==> config.mk <==
export PLATFORM = sky130hd
export DESIGN_NAME = result_display_driver
export DESIGN_NICKNAME = d
export VERILOG_FILES = /design/src/rtl/result_display_driver.sv
export SDC_FILE = /design/constraint.sdc
export NUM_CORES = 1
export LEC_CHECK = 0
export CAP_MARGIN = 20
export CORE_MARGIN = 5
export CORE_UTILIZATION = 35
export DETAILED_ROUTE_END_ITERATION = 12
export GPL_ROUTABILITY_DRIVEN = 0
export HOLD_SLACK_MARGIN = 0.08
export PLACE_DENSITY = 0.55
export SYNTH_ARGS = -nofsm -noshare
export SYNTH_HDL_FRONTEND = slang
export SYNTH_SLANG_ARGS = --single-unit
==> constraint.sdc <==
create_clock -name clk -period 2.74 [get_ports clk]
set_input_delay 0.548 -clock clk [delete_from_list [all_inputs] [get_ports clk]]
set_output_delay 0.548 -clock clk [all_outputs]
set_load 0.1 [all_outputs]
==> src/rtl/result_display_driver.sv <==
`default_nettype none
// ============================================================================
//  Module   : result_display_driver
//  Purpose  : Shows the 32-bit processor result on an 8-digit, multiplexed,
//             active-low 7-segment display. A debounced freeze button holds
//             the shown value. A one-cycle pulse marks each change of the
//             sampled value.
//  Revision : 1.0  initial release
// ============================================================================
module result_display_driver #(
  parameter int REFRESH_DIV     = 100000,
  parameter int DEBOUNCE_CYCLES = 1000000
) (
  input  logic        clk,
  input  logic        reset,
  input  logic [31:0] result,
  input  logic        freeze_btn,
  output logic [7:0]  an,
  output logic [6:0]  seg,
  output logic        dp,
  output logic        frozen,
  output logic        result_changed
);

  localparam int REF_W = (REFRESH_DIV > 2) ? $clog2(REFRESH_DIV) : 1;
  localparam int DEB_W = (DEBOUNCE_CYCLES > 2) ? $clog2(DEBOUNCE_CYCLES) : 1;
  localparam logic [REF_W-1:0] REF_LAST = REF_W'(REFRESH_DIV - 1);
  localparam logic [DEB_W-1:0] DEB_LAST = DEB_W'(DEBOUNCE_CYCLES - 1);

  typedef enum logic {
    RUN  = 1'b0,
    HOLD = 1'b1
  } state_t;

  state_t           state;
  logic [31:0]      disp_val;
  logic [REF_W-1:0] refresh_cnt;
  logic [2:0]       idx;
  logic             btn_meta;
  logic             btn_sync;
  logic [DEB_W-1:0] deb_cnt;
  logic             btn_level;
  logic             btn_level_d;
  logic [3:0]       nibble;

  // Hex digit to active-low segment pattern {g,f,e,d,c,b,a}
  function automatic logic [6:0] hex_to_seg(input logic [3:0] n);
    logic [6:0] s;
    case (n)
      4'h0: s = 7'h40;
      4'h1: s = 7'h79;
      4'h2: s = 7'h24;
      4'h3: s = 7'h30;
      4'h4: s = 7'h19;
      4'h5: s = 7'h12;
      4'h6: s = 7'h02;
      4'h7: s = 7'h78;
      4'h8: s = 7'h00;
      4'h9: s = 7'h10;
      4'hA: s = 7'h08;
      4'hB: s = 7'h03;
      4'hC: s = 7'h46;
      4'hD: s = 7'h21;
      4'hE: s = 7'h06;
      default: s = 7'h0E;
    endcase
    return s;
  endfunction

  // Nibble currently selected by the scan index
  assign nibble = disp_val[{idx, 2'b00} +: 4];

  // Two-flop synchronizer for the raw push-button
  always_ff @(posedge clk or negedge reset) begin
    if (!reset) begin
      btn_meta <= 1'b0;
      btn_sync <= 1'b0;
    end else begin
      btn_meta <= freeze_btn;
      btn_sync <= btn_meta;
    end
  end

  // Accept a new button level only after it persists; any agreeing cycle restarts the count
  always_ff @(posedge clk or negedge reset) begin
    if (!reset) begin
      deb_cnt   <= '0;
      btn_level <= 1'b0;
    end else if (btn_sync == btn_level) begin
      deb_cnt <= '0;
    end else if (deb_cnt == DEB_LAST) begin
      deb_cnt   <= '0;
      btn_level <= btn_sync;
    end else begin
      deb_cnt <= deb_cnt + 1'b1;
    end
  end

  // Freeze FSM: each press (rising edge of the debounced level) toggles RUN/HOLD
  always_ff @(posedge clk or negedge reset) begin
    if (!reset) begin
      state       <= RUN;
      frozen      <= 1'b0;
      btn_level_d <= 1'b0;
    end else begin
      btn_level_d <= btn_level;
      if (btn_level && !btn_level_d) begin
        case (state)
          RUN: begin
            state  <= HOLD;
            frozen <= 1'b1;
          end
          HOLD: begin
            state  <= RUN;
            frozen <= 1'b0;
          end
        endcase
      end
    end
  end

  // Sample the result bus while running and flag a changed value
  always_ff @(posedge clk or negedge reset) begin
    if (!reset) begin
      disp_val       <= '0;
      result_changed <= 1'b0;
    end else if (!frozen) begin
      disp_val       <= result;
      result_changed <= (result != disp_val);
    end else begin
      result_changed <= 1'b0;
    end
  end

  // Refresh timer: advance to the next digit at terminal count
  always_ff @(posedge clk or negedge reset) begin
    if (!reset) begin
      refresh_cnt <= '0;
      idx         <= 3'd0;
    end else if (refresh_cnt == REF_LAST) begin
      refresh_cnt <= '0;
      idx         <= idx + 3'd1;
    end else begin
      refresh_cnt <= refresh_cnt + 1'b1;
    end
  end

  // Registered display drive from the current digit index and held value
  always_ff @(posedge clk or negedge reset) begin
    if (!reset) begin
      an  <= 8'hFF;
      seg <= 7'h7F;
      dp  <= 1'b1;
    end else begin
      an  <= ~(8'h01 << idx);
      seg <= hex_to_seg(nibble);
      dp  <= ~((idx == 3'd0) && frozen);
    end
  end

endmodule
`default_nettype wire

* Word-level counts from Yosys, hierarchy flattened
Memories as Yosys holds them, arrays and structs flattened. A register that Yosys moved wholly into a read port is not among the register bits.
Index checks and enable logic that the tools add are counted.
** Operators by class
- Bitwise gates (word level) :: 4
- Eq/ne operators :: 4
- Shift operators :: 2
- Muxes and demuxes :: 5
- Add/sub/neg operators :: 3
- Reduce and logical (&&, ||, !) cells :: 6
** Operators with widths (count)
- 20-bit 2-to-1 mux :: 2
- 32-bit != test :: 1
- 32-bit by 6-bit indexed part select with 4-bit output :: 1
- 20-bit by 1-bit adder with 20-bit output (second input constant) :: 1
- 20-bit == test (second input constant) :: 1
- 17-bit by 1-bit adder with 17-bit output (second input constant) :: 1
- 17-bit == test (second input constant) :: 1
- 17-bit 2-to-1 mux :: 1
- 8-bit NOT :: 1
- 1-bit by 3-bit left shift with 8-bit output (first input constant) :: 1
- 3-bit by 1-bit adder with 3-bit output (second input constant) :: 1
- 3-bit zero test :: 1
- 1-bit NOT :: 3
- 1-bit logical AND :: 2
- 1-bit zero test :: 2
- 1-bit one-hot mux with 2 select lines :: 1
- 2-bit AND reduction :: 1
- 1-bit == test :: 1
- 1-bit 2-to-1 mux :: 1
** Word-level totals
- Bits of input ports :: 35
- Memory bits (read-only) :: 112
- Logic and storage cells :: 37
- Output and inout port bits :: 18
- Memories :: 1
- Register bits :: 87
** Memory list
- (name not given) :: depth 16, width 7, rd ports 1, clocked after memory_dff 1, wr ports 0, RTL line 49 : case (n)

* Depth between registers and ports, before layout
Gate-level depths: netlist (run 1).
- Depth in word-level cells :: 3
- Gate-level depth with buffers :: 8
- Depth with buffers taken out :: 7

* Least setup slack after synthesis (run 1)
Ideal clock, no wire load.
- Kind :: register to register
- Start point :: register idx[0]
- End point :: register seg[4]
- Stages on the path, launching flop included :: 8
- Library setup time :: 0.079 ns
- Path slack :: 0.557 ns
- Required time :: 2.661 ns
- Path buffers :: 1
- Period minus slack after synthesis :: 2.183 ns
- Arrival :: 2.104 ns
- Cells stage by stage :: dfrtp_1 -> buf_6 -> mux4_1 -> mux2i_1 -> inv_1 -> ha_1 -> mux2_2 -> o21ai_0
** Between the ends
- Cells in the longest elaborated chain, start to end :: 1
** RTL lines
- start: declaration :: RTL line 38 : logic [2:0] idx;
- start signal: assignment :: RTL line 142 : idx <= idx + 3'd1;
- 32-bit by 6-bit indexed part select with 4-bit output :: RTL line 71 : assign nibble = disp_val[{idx, 2'b00} +: 4];
- end: declaration :: RTL line 19 : output logic [6:0] seg,
No other way between the ends.
A chain may end at the register's enable or synchronous reset.

* Worst setup path in the final report (run 1)
- Start point :: register idx[0]
- End point :: register seg[5]
Same word-level chain as after synthesis.

==> results of run 1 <==
-- routing by layer --
layer | global-route usage [%] | wire [microns]
met2 | 18.6 | 4140
met1 | 16.6 | 4610
met3 | 4.45 | 405
met4 | 3.25 | 83
met5 | 0 | 0
-- worst max path at each step --
stage                       start          endpoint  slack (ns)  cells after the start
5_1_grt        idx[0]$_DFFE_PN0N_  seg[4]$_DFF_PN1_        0.38                      6
6_report       idx[0]$_DFFE_PN0N_  seg[5]$_DFF_PN1_        0.57                      6
3_5_place_dp   idx[0]$_DFFE_PN0N_  seg[1]$_DFF_PN1_        0.54                      7
4_1_cts        idx[0]$_DFFE_PN0N_  seg[1]$_DFF_PN1_        0.52                      7
2_1_floorplan  idx[0]$_DFFE_PN0N_  seg[4]$_DFF_PN1_        0.56                      7
3_3_place_gp   idx[0]$_DFFE_PN0N_  seg[1]$_DFF_PN1_        0.62                      7
-- through the flow --
step	std cells	utilization [%]	setup WS [ns]
global placement	610	41.0	0.625
detailed placement	610	41.0	0.540
global route	627	44.1	0.379
finish	627	44.1	0.568
CTS	627	44.1	0.519
floorplan	383	-	0.557
-- final cells by class --
type                    count  area [sq um]
flip-flops and latches     94          2370
repair buffers             62           576
multi-input cells         263          2200
fillers                  1258          7380
inverters                  16          60.1
clock buffers              10           229
well taps                 176           220
clock inverters             6           158
-- logic make-up after synthesis --
kind of cell	after synthesis	share of synthesized area (%)
buffers and inverters	26	2.54
xor gates and xnor gates	63	11.8
muxes	55	15.7
adders and majority gates	13	3.47
and+or+nand+nor	112	12.9
AOI/OAI and AO/OA	20	2.99
DFF	94	50.6
-- where the power goes --
group | total, uW | switching (uW) | internal (uW)
clock network | 1610 | 533 | 1080
logic | 310 | 170 | 139
registers | 1460 | 30.9 | 1430
total | 3380 | 734 | 2650
-- synthesized netlist by cell type (2+ instances only) --
cell type,n
o31ai_1,5
buf_2,2
clkbuf_1,3
mux2i_4,2
xor2_1,9
and2_1,2
or4_1,5
nor4_1,6
xnor2_1,54
nand4_1,14
and3_1,3
o21ai_0,3
mux2i_1,8
nor3_1,5
nand2_1,16
nand3_1,15
mux4_1,3
buf_1,2
mux4_2,5
and4_1,3
dfstp_2,16
ha_1,13
dfrtp_1,78
a21oi_1,7
or3_1,6
nor2_1,28
buf_6,2
mux2_2,35
inv_1,15
-- state kept, by name (all words and copies together), names as in the netlist --
register / count
idx: 3
btn_meta: 1
btn_sync: 1
disp_val: 32
btn_level_d: 1
result_changed: 1
an: 8
state: 1
deb_cnt: 20
refresh_cnt: 17
btn_level: 1
dp: 1
seg: 7
==> impl_metrics.env, run 1 <==
export IMPL_whs_path_depth=0
export IMPL_rsz0062_at_grt="no"
export IMPL_final_common_cell="dfrtp_1"
export IMPL_cpLargestDelayFamily="multiplexers"
export IMPL_maxCapViolations=0
export IMPL_slowest_stage="mux4_2"
export IMPL_synthCells=383
export IMPL_ys_seq_area_share_pct=50.6
export IMPL_synthTopCellsByArea="dfrtp_1, xnor2_1, dfstp_2, mux2_2, ha_1"
export IMPL_dr_pass1_iters=4
export IMPL_path_clk_slew_ns=0.06
export IMPL_grt_usage_pct=12.2
export IMPL_hp_class="reg2reg"
export IMPL_cts_tree="yes"
export IMPL_whs_endpoint="btn_sync$_DFF_PN0_"
export IMPL_num_nets_final=494
export IMPL_cts_resized=0
export IMPL_reg2reg_slack_ns=0.57
export IMPL_clock_skew_ns=0.0112
export IMPL_area_growth_pct=24.0
export IMPL_via_count=3015
export IMPL_cts_setup_buffers=0
export IMPL_antenna_left=0
export IMPL_fmax_ghz=0.460
export IMPL_async_reset_ff_share_pct=100
export IMPL_worstPathRequired_ns=3.02
export IMPL_synth_seq_cells=94
export IMPL_hold_violations=0
export IMPL_max_clock_path_buffers=2
export IMPL_core_area_sq_um=13200
export IMPL_hold_ws_ns=0.363
export IMPL_syn_avg_cell_area_sq_um=12.2
export IMPL_grt_remaining_overflow=0
export IMPL_die_x_microns=126
export IMPL_postPlaceCellArea_sq_um=5410
export IMPL_powerDensity_nw_per_um2=582
export IMPL_total_power_uw=3380
export IMPL_start_kind="register"
export IMPL_drt_total_wl_microns=9240
export IMPL_h_tree_depth=3
export IMPL_clockRootBuffer="clkbuf_16"
export IMPL_grt_max_degree=75
export IMPL_antenna_found_initial=0
export IMPL_crit_type="reg2reg"
export IMPL_cpPeakStageDelay_ns=0.54
export IMPL_slew_headroom_pct=47.2
export IMPL_synth_top_area_share_pct=41.6
export IMPL_dieArea_sq_um=15800
export IMPL_ff2ff_path_depth=6
export IMPL_via_per_inst=4.81
export IMPL_r2r_start="idx[0]$_DFFE_PN0N_"
export IMPL_cp_arrival_ns=2.45
export IMPL_row_count=42
export IMPL_clk_latency_ns=0.35
export IMPL_yosys_warnings=0
export IMPL_ys_types=47
export IMPL_dieHeight_microns=126
export IMPL_synth_edf_count=0
export IMPL_start_util_pct=35.5
export IMPL_synth_top_area_cell="dfrtp_1"
export IMPL_grt_pass1_vias=3041
export IMPL_worstHoldStart="btn_meta$_DFF_PN0_"
export IMPL_worstPathCellList="buf_4 > mux4_2 > mux2i_4 > buf_4 > mux2i_1 > a22o_1"
export IMPL_cpMostUsedCell="buf_4"
export IMPL_worst_slew_pin_slew_ns=0.791
export IMPL_syn_area_sq_um=4690
export IMPL_p_leak_uw=0.00232
export IMPL_synth_top_flop_cell="dfrtp_1"
export IMPL_holdBufCountCts=1
export IMPL_end_kind="register"
export IMPL_drt_iter0_drc=198
export IMPL_synth_nets=431
export IMPL_setup_total_negative_slack_ns=0
export IMPL_min_period_ns=2.17
export IMPL_final_cell_mix="dfrtp_1, xnor2_1, mux2_2"
export IMPL_cts_buffers=9
export IMPL_layout_drive_gt1_share_pct=23.7
export IMPL_irDropWorstVdd_mv=0.366
export IMPL_drc=0
export IMPL_period_share_pct=79.3
export IMPL_cts_sinks=94
export IMPL_cp_num_buf_inv=2
export IMPL_dp_hpwl_microns=6680
export IMPL_io_buffers=52
export IMPL_r2r_end="seg[5]$_DFF_PN1_"
export IMPL_n_antenna_cell=0
export IMPL_finalMaxSlewViolations=0
export IMPL_grt_pass1_wl_microns=15500
export IMPL_status="completed"
export IMPL_wire_per_inst_microns=14.7
export IMPL_path_max_fanout=8
export IMPL_ioPinCount=53
export IMPL_fin_area_sq_um=5810
export IMPL_setup_violations=0
Power figures use the tool's default switching activity.
==> run 2, diff against run 1 <==
--- a/config.mk
+++ b/config.mk
@@ -11,7 +11,7 @@
 export DETAILED_ROUTE_END_ITERATION = 12
 export GPL_ROUTABILITY_DRIVEN = 0
 export HOLD_SLACK_MARGIN = 0.08
-export PLACE_DENSITY = 0.55
+export PLACE_DENSITY = 0.57
 export SYNTH_ARGS = -nofsm -noshare
 export SYNTH_HDL_FRONTEND = slang
 export SYNTH_SLANG_ARGS = --single-unit
==> constraint.sdc (replaced) <==
create_clock -name clk -period 1.8 [get_ports clk]
set_input_delay 0.36 -clock clk [delete_from_list [all_inputs] [get_ports clk]]
set_output_delay 0.36 -clock clk [all_outputs]
set_load 0.1 [all_outputs]
==> run 2 against run 1 <==
  * The flow now finishes with violations (negative setup slack)
  * Sequential power rose by 53%
  * Final area rose by 11%
  * Die area did not move
  * Critical path type unchanged
  * Largest cell class unchanged
  * Largest power group is now registers
==> impl_metrics.env, run 2 (synthesized netlist as in run 1, its figures left out) <==
export IMPL_status="finished with violations"
export IMPL_failed_checks="negative setup slack"
export IMPL_via_per_inst=4.85
export IMPL_maxCapViolations=0
export IMPL_max_clock_path_buffers=2
export IMPL_regMostFlops="disp_val"
export IMPL_clockRootBuffer="clkbuf_16"
export IMPL_hold_ws_ns=0.354
export IMPL_grt_remaining_overflow=0
export IMPL_grt_pass1_vias=3409
export IMPL_drc=0
export IMPL_antenna_found_initial=0
export IMPL_irDropWorstVdd_mv=0.345
export IMPL_reg2reg_slack_ns=-0.19
export IMPL_slowest_stage="mux4_2"
export IMPL_grt_pass1_wl_microns=17200
export IMPL_fmax_ghz=0.503
export IMPL_grt_met3_usage_pct=3.05
export IMPL_crit_end="seg[0]$_DFF_PN1_"
export IMPL_p_leak_uw=0.00257
export IMPL_setup_violations=7
export IMPL_h_tree_depth=3
export IMPL_cp_arrival_ns=2.26
export IMPL_finalMaxSlewViolations=0
export IMPL_drt_iter0_drc=128
export IMPL_end_kind="register"
export IMPL_start_util_pct=35.5
export IMPL_crit_path_start="idx[0]$_DFFE_PN0N_"
export IMPL_use_met1_pct=17.1
export IMPL_cts_sinks=94
export IMPL_grt_met2_usage_pct=22.3
export IMPL_r2r_end="seg[0]$_DFF_PN1_"
export IMPL_area_growth_pct=37.9
export IMPL_via_count=3262
export IMPL_final_common_cell="dfrtp_1"
export IMPL_clock_skew_ns=0.00929
export IMPL_instances_no_fill=672
export IMPL_final_cell_mix="dfrtp_1, xnor2_1, buf_4"
export IMPL_top_regs="disp_val (32), deb_cnt (20), refresh_cnt (17)"
export IMPL_cts_tree="yes"
export IMPL_cts_buffers=9
export IMPL_rsz0062_at_grt="yes"
export IMPL_dr_pass1_iters=4
export IMPL_period_share_pct=111
export IMPL_wire_per_inst_microns=15.2
export IMPL_path_clk_slew_ns=0.07
export IMPL_dp_cells=646
export IMPL_largest_reg_flops=32
export IMPL_drt_total_wl_microns=10200
export IMPL_dieHeight_microns=126
export IMPL_dp_slack_ns=-0.208
export IMPL_clk_latency_ns=0.34
export IMPL_slew_headroom_pct=65.2
export IMPL_worstPathRequired_ns=2.07
export IMPL_antenna_left=0
export IMPL_n_antenna_cell=0
export IMPL_io_buffers=52
export IMPL_path_max_fanout=5
export IMPL_fin_area_sq_um=6460
export IMPL_grt_usage_pct=13.5
export IMPL_powerDensity_nw_per_um2=716
export IMPL_start_kind="register"
export IMPL_worst_slack_ns=-0.189
export IMPL_crit_type="reg2reg"
export IMPL_die_x_microns=126
export IMPL_post_route_util_pct=49.0
export IMPL_r2r_start="idx[0]$_DFFE_PN0N_"
export IMPL_grt_max_degree=38
export IMPL_dieArea_sq_um=15800
export IMPL_worst_slew_pin_slew_ns=0.522
export IMPL_hp_class="reg2reg"
export IMPL_ff2ff_path_depth=7
export IMPL_cpPeakStageDelay_ns=0.53
export IMPL_layout_drive_gt1_share_pct=36.3
export IMPL_postPlaceCellArea_sq_um=5950
export IMPL_hold_violations=0
export IMPL_num_nets_final=539
export IMPL_global_route_peak_usage_layer="met2"
export IMPL_min_period_ns=1.99
export IMPL_core_area_sq_um=13200
export IMPL_dp_hpwl_microns=7520
export IMPL_row_count=42
export IMPL_ioPinCount=53
export IMPL_worstPathCellList="buf_12 > mux4_2 > mux2i_4 > inv_2 > ha_4 > and3_1 > a211o_1"
## run 2: layer usage
layer,vias up,wire [microns]
met5,-,0
met4,0,236
met3,17,344
met2,48,5110
met1,1635,4500
li1,1562,-
## run 2: critical path: cells and delay by family (launching register included)
family | cells | cell delay (ns)
buffers and inverters | 2 | 0.23
AO/OA/AOI/OAI | 1 | 0.23
adder cells (fa/ha/maj) | 1 | 0.18
multiplexers | 2 | 0.74
flip-flops | 1 | 0.39
AND/OR/NAND/NOR | 1 | 0.14
## run 2: cell type report
| type | count | area (sq um) |
|---|---|---|
| multi-input cells | 263 | 2320 |
| repair buffers | 107 | 1200 |
| well taps | 176 | 220 |
| flip-flops and latches | 94 | 2380 |
| clock buffers | 11 | 243 |
| fillers | 1186 | 6730 |
| clock inverters | 5 | 35.0 |
| inverters | 16 | 60.1 |
## run 2: power by group
part           internal, uW  total (uW)  switching, uW
combinational           308         607            299
sequential             2180        2230           48.0
clock                   972        1790            820
total                  3460        4630           1170
## run 2: how the worst min path moves through the flow
| stage | start | to | slack [ns] | cells after the start |
|---|---|---|---|---|
| after floorplan | reset | btn_level$_DFFE_PN0P_ | 0.06 | 0 |
| after global placement | reset | disp_val[1]$_DFFE_PN0N_ | 0.29 | 1 |
| after detailed placement | reset | disp_val[21]$_DFFE_PN0N_ | 0.30 | 1 |
| after CTS | btn_meta$_DFF_PN0_ | btn_sync$_DFF_PN0_ | 0.35 | 0 |
| after global routing | btn_meta$_DFF_PN0_ | btn_sync$_DFF_PN0_ | 0.38 | 0 |
| final | btn_meta$_DFF_PN0_ | btn_sync$_DFF_PN0_ | 0.35 | 0 |
## run 2: metrics by stage
stage	TNS, ns	power [uW]
3_5_place_dp	-1.29	2850
4_1_cts	-0.958	4670
6_report	-0.901	4630
2_1_floorplan	-0.678	2550
5_1_grt	-1.50	4810
3_3_place_gp	-0.860	2830
## run 2: repair_timing
| action | 4_1_cts | 5_1_grt |
|---|---|---|
| gates cloned | 1 | 0 |
| buffers inserted | 4 | 4 |
| gates resized for setup | 11 | 19 |
| hold buffers | 1 | 0 |
| hold endpoints to repair | 7 | 0 |
| pin swaps | 2 | 8 |
| setup endpoints to repair | 11 | 24 |
==> run 3, diff against run 2 <==
--- a/config.mk
+++ b/config.mk
@@ -6,12 +6,13 @@
 export NUM_CORES = 1
 export LEC_CHECK = 0
 export CAP_MARGIN = 20
+export CORE_ASPECT_RATIO = 2
 export CORE_MARGIN = 5
-export CORE_UTILIZATION = 35
+export CORE_UTILIZATION = 37
 export DETAILED_ROUTE_END_ITERATION = 12
 export GPL_ROUTABILITY_DRIVEN = 0
 export HOLD_SLACK_MARGIN = 0.08
-export PLACE_DENSITY = 0.57
+export PLACE_DENSITY = 0.6
 export SYNTH_ARGS = -nofsm -noshare
 export SYNTH_HDL_FRONTEND = slang
 export SYNTH_SLANG_ARGS = --single-unit
==> run 3 against run 2 <==
  * The run still ends with negative setup slack left
  * Die area decreased by 4.1%
  * Power grew 5.4%
  * Sequential power is essentially flat
  * Global-route usage rose by 2.1 points
  * Worst hold slack improved by 0.0037 ns
  * Register-to-register slack worse by 0.02 ns
  * Wire length grew 6.3%
  * Fmax fell by 0.91%
  * Via count rose by 1.8%
  * Clock-buffer cell count is 1 higher
  * Sequential cell count is the same
  * Highest routed layer unchanged
==> impl_metrics.env, run 3 (synthesized netlist as in run 1, its figures left out) <==
export IMPL_status="finished with violations"
export IMPL_failed_checks="negative setup slack"
export IMPL_dieArea_sq_um=15200
export IMPL_grt_usage_pct=15.6
export IMPL_dp_hpwl_microns=8200
export IMPL_irDropWorstVdd_mv=0.606
export IMPL_rsz0062_at_grt="yes"
export IMPL_via_per_inst=5.06
export IMPL_area_growth_pct=41.0
export IMPL_start_util_pct=37.6
export IMPL_post_route_util_pct=52.9
export IMPL_num_nets_final=550
export IMPL_grt_pass1_wl_microns=17800
export IMPL_worst_slack_ns=-0.207
export IMPL_grt_remaining_overflow=0
export IMPL_path_max_fanout=8
export IMPL_worstPathRequired_ns=2.06
export IMPL_drt_total_wl_microns=10800
export IMPL_start_kind="register"
export IMPL_total_power_uw=4880
export IMPL_instances_no_fill=657
export IMPL_min_period_ns=2.01
export IMPL_layout_drive_gt1_share_pct=40.4
export IMPL_worstPathCellList="buf_12 > mux4_2 > mux2i_4 > inv_2 > ha_4 > and3_1 > a211o_1"
export IMPL_clk_latency_ns=0.34
export IMPL_antenna_found_initial=0
export IMPL_h_tree_depth=3
export IMPL_finalMaxSlewViolations=0
export IMPL_via_count=3322
export IMPL_max_clock_path_buffers=2
export IMPL_setup_violations=26
export IMPL_dp_slack_ns=-0.229
export IMPL_grt_max_degree=37
export IMPL_cts_buffers=9
export IMPL_dp_cells=631
export IMPL_final_common_cell="dfrtp_1"
export IMPL_dieHeight_microns=169
export IMPL_clock_skew_ns=0.00527
export IMPL_core_area_sq_um=12500
export IMPL_period_share_pct=112
export IMPL_worst_slew_pin_slew_ns=0.489
export IMPL_end_kind="register"
export IMPL_ioPinCount=53
export IMPL_drt_iter0_drc=111
export IMPL_cts_tree="yes"
export IMPL_powerDensity_nw_per_um2=739
export IMPL_n_antenna_cell=0
export IMPL_cts_sinks=94
export IMPL_crit_type="reg2reg"
export IMPL_regMostFlops="disp_val"
export IMPL_row_count=58
export IMPL_clockRootBuffer="clkbuf_16"
export IMPL_largest_reg_flops=32
export IMPL_maxCapViolations=0
export IMPL_slowest_stage="mux4_2"
export IMPL_wire_per_inst_microns=16.5
export IMPL_hold_violations=0
export IMPL_cpPeakStageDelay_ns=0.52
export IMPL_drc=0
export IMPL_fmax_ghz=0.498
export IMPL_path_clk_slew_ns=0.06
export IMPL_slew_headroom_pct=67.4
export IMPL_dr_pass1_iters=4
export IMPL_final_cell_mix="dfrtp_1, buf_4, xnor2_1"
export IMPL_antenna_left=0
export IMPL_die_x_microns=89.6
export IMPL_grt_pass1_vias=3570
export IMPL_p_leak_uw=0.00266
export IMPL_top_regs="disp_val (32), deb_cnt (20), refresh_cnt (17)"
export IMPL_cp_arrival_ns=2.27
export IMPL_nFillCells=1092
export IMPL_io_buffers=52
export IMPL_hp_class="reg2reg"
export IMPL_hold_ws_ns=0.357
[run 3: changes by cell type in the layout (fill, tap and decap cells not counted), sizes merged]
cell      change
clkbuf        +1
buf          +11
clkinvlp      -4
clkinv        +1
bufinv        +2
[run 3: area by class of cell]
class	instances	area [sq um]	share of cell area (%)
repair buffers	118	1250	18.9
clock buffers	12	246	3.73
clock inverters	4	70.1	1.06
flip-flops and latches	94	2380	36.0
multi-input cells	263	2410	36.5
inverters	16	60.1	0.909
well taps	150	188	2.84
[run 3: worst paths after layout]
| path | endpoint | slack [ns] | startpoint | depth (start not counted) |
|---|---|---|---|---|
| min in group asynchronous | refresh_cnt[12]$_DFF_PN0_ | 0.50 | reset | 2 |
| min reg2reg | btn_sync$_DFF_PN0_ | 0.36 | btn_meta$_DFF_PN0_ | 0 |
| max reg2reg | seg[0]$_DFF_PN1_ | -0.21 | idx[0]$_DFFE_PN0N_ | 7 |
| max | seg[0]$_DFF_PN1_ | -0.21 | idx[0]$_DFFE_PN0N_ | 7 |
| min | btn_sync$_DFF_PN0_ | 0.36 | btn_meta$_DFF_PN0_ | 0 |
| max in group asynchronous | seg[4]$_DFF_PN1_ | 0.68 | reset | 3 |
[run 3: worst max-delay path: cells and delay by family, from the launching register on]
kind / cells / cell delay, ns
AOI/OAI and AO/OA: 1 / 0.22
muxes: 2 / 0.73
buffers and inverters: 2 / 0.25
adders and majority gates: 1 / 0.18
DFF: 1 / 0.39
and+or+nand+nor: 1 / 0.15
[run 3: routing by layer]
| metal | up-vias | part of all wire (%) | wire (microns) | global-route usage (%) |
|---|---|---|---|---|
| li1 | 1584 | - | - | - |
| met1 | 1661 | 34 | 3700 | 15.7 |
| met2 | 55 | 59 | 6420 | 29.1 |
| met3 | 22 | 3.3 | 362 | 3.26 |
| met4 | 0 | 3.2 | 352 | 7.06 |
| met5 | - | 0 | 0 | 0 |
[run 3: stage by stage]
stage / cell area, sq um / TNS (ns)
global route: 6610 / -4.83
CTS: 6420 / -1.14
detailed placement: 5990 / -1.39
global placement: 5990 / -0.839
finish: 6610 / -3.26
floorplan: 4720 / -0.678
[run 3: power by group]
group,switching [uW],total [uW],internal (uW)
logic,304,612,308
registers,54.9,2240,2180
clock network,778,2030,1250
[run 3: repair_timing]
action	CTS	global route
gates cloned	0	2
pin swaps	3	16
setup buffers	1	6
hold buffers	1	0
endpoints found under the hold margin	28	0
resized for setup	16	39
setup endpoints to repair	15	28
